### src/rtl/add_arb_pkg.sv
// Shared defaults and helpers for the add_arb shared-adder arbiter.
package add_arb_pkg;

  localparam int DEF_NUM_REQ = 4;
  localparam int DEF_DATA_W  = 8;

  // Bits needed to index n items, never less than one.
  function automatic int clog2_min1(input int n);
    int w;
    w = 1;
    while ((1 << w) < n) w++;
    return w;
  endfunction

endpackage

### src/rtl/add_arb_rr_arbiter.sv
// Combinational round-robin arbiter: rotate requests so the search starts at ptr+1,
// isolate the lowest set bit, then rotate the one-hot grant back into place.
module rr_arbiter
  import add_arb_pkg::*;
#(
  parameter int N = DEF_NUM_REQ,
  parameter int W = clog2_min1(N)
) (
  input  logic [N-1:0] req,
  input  logic [W-1:0] ptr,
  output logic [N-1:0] gnt
);

  logic [W-1:0] start;
  logic [N-1:0] rot_req;
  logic [N-1:0] rot_gnt;

  always_comb begin
    start   = (ptr == W'(N - 1)) ? '0 : ptr + W'(1);
    rot_req = N'({req, req} >> start);
    // Two's-complement trick keeps only the lowest set request bit.
    rot_gnt = rot_req & (~rot_req + N'(1));
    gnt     = N'(({rot_gnt, rot_gnt} << start) >> N);
  end

endmodule

### src/rtl/add_arb.sv
// One registered adder shared by NUM_REQ requesters under round-robin arbitration.
// Optional build macro ADD_ARB_CARRY_EN adds a registered rsp_carry output.
module add_arb
  import add_arb_pkg::*;
#(
  parameter int NUM_REQ = DEF_NUM_REQ,
  parameter int ID_W    = 2,
  parameter int DATA_W  = DEF_DATA_W
) (
  input  logic                      clk,
  input  logic                      rst,
  input  logic [NUM_REQ-1:0]        req_valid,
  output logic [NUM_REQ-1:0]        req_ready,
  input  logic [NUM_REQ*DATA_W-1:0] req_a,
  input  logic [NUM_REQ*DATA_W-1:0] req_b,
  output logic                      rsp_valid,
  input  logic                      rsp_ready,
  output logic [DATA_W-1:0]         rsp_sum,
  output logic [ID_W-1:0]           rsp_id
`ifdef ADD_ARB_CARRY_EN
  ,
  output logic                      rsp_carry
`endif
);

  localparam int PTR_W = clog2_min1(NUM_REQ);

  if (NUM_REQ < 2 || NUM_REQ > 8) begin : g_bad_num_req
    $error("add_arb: NUM_REQ must be within 2..8");
  end
  if (ID_W < clog2_min1(NUM_REQ)) begin : g_bad_id_w
    $error("add_arb: ID_W too narrow for NUM_REQ");
  end

  logic [PTR_W-1:0]   ptr;
  logic [NUM_REQ-1:0] gnt;
  logic [PTR_W-1:0]   win_idx;
  logic [DATA_W-1:0]  a_sel;
  logic [DATA_W-1:0]  b_sel;
  logic               cap;
  logic               accept;
`ifdef ADD_ARB_CARRY_EN
  logic [DATA_W:0]    sum_next;
`else
  logic [DATA_W-1:0]  sum_next;
`endif

  rr_arbiter #(
    .N (NUM_REQ),
    .W (PTR_W)
  ) u_arb (
    .req (req_valid),
    .ptr (ptr),
    .gnt (gnt)
  );

  // The result slot can take a new sum when empty or draining this cycle.
  always_comb begin
    cap       = !rsp_valid || rsp_ready;
    req_ready = cap ? gnt : '0;
    accept    = |req_ready;
    win_idx   = '0;
    for (int i = 0; i < NUM_REQ; i++) begin
      if (gnt[i]) win_idx = PTR_W'(i);
    end
    a_sel = req_a[win_idx*DATA_W +: DATA_W];
    b_sel = req_b[win_idx*DATA_W +: DATA_W];
`ifdef ADD_ARB_CARRY_EN
    sum_next = {1'b0, a_sel} + {1'b0, b_sel};
`else
    sum_next = a_sel + b_sel;
`endif
  end

  always_ff @(posedge clk or posedge rst) begin
    if (rst) begin
      rsp_valid <= 1'b0;
      rsp_sum   <= '0;
      rsp_id    <= '0;
      ptr       <= PTR_W'(NUM_REQ - 1);
`ifdef ADD_ARB_CARRY_EN
      rsp_carry <= 1'b0;
`endif
    end else if (accept) begin
      rsp_valid <= 1'b1;
      rsp_sum   <= sum_next[DATA_W-1:0];
      rsp_id    <= ID_W'(win_idx);
      ptr       <= win_idx;
`ifdef ADD_ARB_CARRY_EN
      rsp_carry <= sum_next[DATA_W];
`endif
    end else if (rsp_ready) begin
      rsp_valid <= 1'b0;
    end
  end

endmodule
### config.mk
export PLATFORM = sky130hd
export DESIGN_NAME = add_arb
export DESIGN_NICKNAME = d
export VERILOG_FILES = /design/src/rtl/add_arb_pkg.sv /design/src/rtl/add_arb_rr_arbiter.sv /design/src/rtl/add_arb.sv
export SDC_FILE = /design/constraint.sdc
export NUM_CORES = 1
export LEC_CHECK = 0
export ABC_CLOCK_PERIOD_IN_PS = 4100
export CAP_MARGIN = 20
export CORE_MARGIN = 10
export CORE_UTILIZATION = 34
export CTS_CLUSTER_SIZE = 10
export DETAILED_ROUTE_END_ITERATION = 10
export GPL_ROUTABILITY_DRIVEN = 0
export GPL_TIMING_DRIVEN = 0
export PLACE_DENSITY = 0.89
export SLEW_MARGIN = 20
export SYNTH_ARGS = -nofsm -noshare
export SYNTH_HDL_FRONTEND = slang
export SYNTH_SLANG_ARGS = --single-unit
export TNS_END_PERCENT = 10
### constraint.sdc
create_clock -name clk -period 4.1 [get_ports clk]
set_clock_uncertainty 0.15 [all_clocks]
set_input_delay 0.41 -clock clk [delete_from_list [all_inputs] [get_ports clk]]
set_output_delay 0.41 -clock clk [all_outputs]
set_load 0.1 [all_outputs]
==> run_results.csv <==
group,metric,value,unit
run,maxCapViolations,0,
layout,stdcell_area,2470,sq um
clocking,cts_hold_buf,0,
placement,io_buffers,84,
yosys,synth_warnings,0,
floorplan,die_y,85.5,um
clocking,clockBufferDepth,2,
floorplan,ios,86,
critical_path,path_cells,"ha_1 > buf_6 > o21a_1 > nand2_1 > and2_2 > clkbuf_4 > a22oi_2 > ha_1 > inv_1 > fa_1 > nor2b_1 > o21ai_0 > nand2b_1 > a21o_1 > a21oi_1 > xor2_1 > o21ai_0",
yosys,ys.flop_type,"dfrtp_1",
timing,finalHoldViolations,0,
global_routing,grt_pass1_vias,1723,
critical_path,cpMaxStageDelayCell,"dfstp_2",
floorplan,num_rows,23,
critical_path,worstPathRequired,4.06,ns
critical_path,rrSetupSlack,0.26,ns
clocking,numCtsBuffers,3,
global_routing,grt_max_degree,14,
run_status,status,"finished clean",
placement,dpl_cell_area,2360,sq um
yosys,avgSynthCellArea,7.93,sq um
timing,timing.final.crit_share,0.936,
clocking,path_clk_slew,0.05,ns
layout,fillCellCount,367,
critical_path,r2r_start,"ptr[0]",
yosys,netlist_area,1460,sq um
timing,worst_pin_slew,1.01,ns
timing,relSlewSlack,0.322,
worst_hold_path,min_path_type,"input pin to asynchronous set/reset pin",
yosys,syn_nets,264,
layout,area_growth,69.3,%
route,drtAntennaViolNets,0,
critical_path,cp_slowest_stage_delay,0.58,ns
route,first_pass_iters,4,
floorplan,dieArea,7310,sq um
route,wirelength,5360,um
placement,pre_cts_ws,-0.269,ns
yosys,seq_area_frac_synth,0.225,
global_routing,overflow,0,
timing,period_minus_slack,3.84,ns
yosys,synth-async-reset-ratio,1.00,
clocking,htree_levels,1,
floorplan,die_w,85.5,um
yosys,synth-edff-count,0,
critical_path,critPathLaunchType,"flop",
yosys,synthCells,184,
yosys,synth-seq-cells,13,
clocking,cts_tree,"built",
timing,setup_violations,0,
timing,fin_ws,0.264,ns
layout,diodes,0,
layout,drive_gt1_frac,0.0985,
power_and_ir_drop,powerDensity,948,nW/um^2
timing,clock.fmax,261,MHz
route,wl_per_cell,16.5,um
global_routing,antenna_found_initial,0,
critical_path,rr_endpoint,"rsp_sum[6]",
global_routing,grt_pass1_wl,8390,um
route,routed_via_density,5.26,
timing,rsz0062_at_grt,"false",
route,remaining_drc_errors,0,
yosys,post_synth_num_cell_types,45,
clocking,cts-root-buf,"clkbuf_8",
power_and_ir_drop,ir_drop,0.455,mV
floorplan,start_util,0.357,
clocking,clkLatencyLatePin,0.24,ns
timing,slew_viol_final,0,
clocking,clock-sinks,13,
route,drt_iter0_drc,76,
global_routing,grt_util_all_layers,0.136,
floorplan,core,4090,sq um
critical_path,path_max_fanout,10,
critical_path,crit_arrival,3.79,ns
critical_path,endpoint_kind,"flop",
layout,nets,355,
placement,dp_hpwl,4420,um
power_and_ir_drop,power.leakage,1.11,nW
critical_path,critical_path_class,"flop to flop",
critical_path,ff2ff_path_depth,17,
route,dr_total_vias,1704,
-- logic make-up (layout without fill, tap and decap cells) --
kind of cell / count (synthesis) / after routing / share of synthesized area
buffers and inverters: 18 / 108 / 0.0592
flip-flops: 13 / 13 / 0.225
multiplexers: 17 / 17 / 0.117
AND/OR/NAND/NOR: 51 / 51 / 0.165
adder cells (fa/ha/maj): 9 / 9 / 0.0823
AO/OA/AOI/OAI: 69 / 69 / 0.310
XOR/XNOR: 7 / 7 / 0.0420
-- per-stage QoR --
step / TNS [ns] / power, W / instances / hold WS (ns) / utilization
2_1_floorplan: 0 / 0.00169 / 184 / 0.136 / -
3_3_place_gp: -0.343 / 0.00211 / 318 / 0.318 / 0.578
3_5_place_dp: -0.519 / 0.00215 / 318 / 0.325 / 0.578
4_1_cts: 0 / 0.00228 / 322 / 0.336 / 0.592
5_1_grt: 0 / 0.00254 / 324 / 0.366 / 0.604
6_report: 0 / 0.00234 / 324 / 0.328 / 0.604
-- state kept, by name (all words and copies together), names as in the netlist --
signal,flops
rsp_sum,8
ptr,2
rsp_id,2
rsp_valid,1
-- final cells by class --
| class | count | area, sq um | share of cell area |
|---|---|---|---|
| repair buffers | 88 | 871 | 0.353 |
| inverters | 7 | 26.3 | 0.0106 |
| well taps | 50 | 62.6 | 0.0253 |
| multi-input cells | 153 | 1070 | 0.435 |
| clock buffers | 4 | 45.0 | 0.0182 |
| flip-flops and latches | 13 | 328 | 0.133 |
| plain buffers | 9 | 62.6 | 0.0253 |
-- placed cells by master, fill, tap and decap left out, drive strengths merged, types with 2 or more instances in the layout --
cell and instances:
clkdlybuf4s50 84, nand2 28, o21ai 26, mux2i 16, a22oi 14, dfrtp 11, clkbuf 10, ha 8
nor2 7, inv 7, buf 7, a21oi 6, xor2 5, a21o 5, nor2b 4, or2 3
nand2b 2, xnor2 2, o211ai 2, a32oi 2, a211o 2, dfstp 2, a31oi 2, nand4 2
-- critical path: cells and delay by family (launching register included) --
family | cells | cell delay, ns
compound gates | 6 | 0.91
fa+ha+maj | 3 | 0.72
simple gates | 4 | 0.70
flops | 1 | 0.58
buf+inv | 3 | 0.46
xor+xnor | 1 | 0.19
-- routing by layer --
layer	wire length [um]	GRT usage	up-vias
met1	2300	0.161	793
met3	280	0.0274	6
met2	2710	0.241	54
met5	0	0	-
li1	-	-	851
met4	71	0.0374	0
-- synthesized netlist by cell type (4+ instances only) --
cell type	instances	area share
a21o_1	5	0.026
a21oi_1	6	0.021
a22oi_1	14	0.072
clkbuf_1	8	0.021
dfrtp_1	11	0.19
ha_1	8	0.069
inv_1	7	0.018
mux2i_1	16	0.11
nand2_1	28	0.072
nor2_1	7	0.018
nor2b_1	4	0.017
o21ai_0	25	0.086
xor2_1	5	0.030
-- worst max-delay path by stage --
stage | endpoint | startpoint | cells past startpoint | slack (ns)
CTS | rsp_sum[6] | ptr[0] | 17 | 0.004
floorplan | rsp_sum[7] | ptr[0] | 17 | 0.34
global route | rsp_sum[6] | ptr[0] | 17 | 0.003
finish | rsp_sum[6] | ptr[0] | 17 | 0.26
global placement | rsp_sum[7] | req_valid[0] | 15 | -0.19
detailed placement | rsp_sum[6] | req_valid[0] | 18 | -0.27
-- where the power goes --
part	total (W)	internal, W	switching (W)
combinational	0.00198	0.000748	0.00124
sequential	0.000246	0.000206	0.0000406
clock	0.000112	0.0000685	0.0000432
total	0.00234	0.00102	0.00132
-- what timing repair did --
item,CTS,global route
resized for setup,6,10
pin swaps,0,3
setup buffers,0,4
setup endpoints to repair,3,3
No activity file was read; power rests on OpenSTA's default activity.
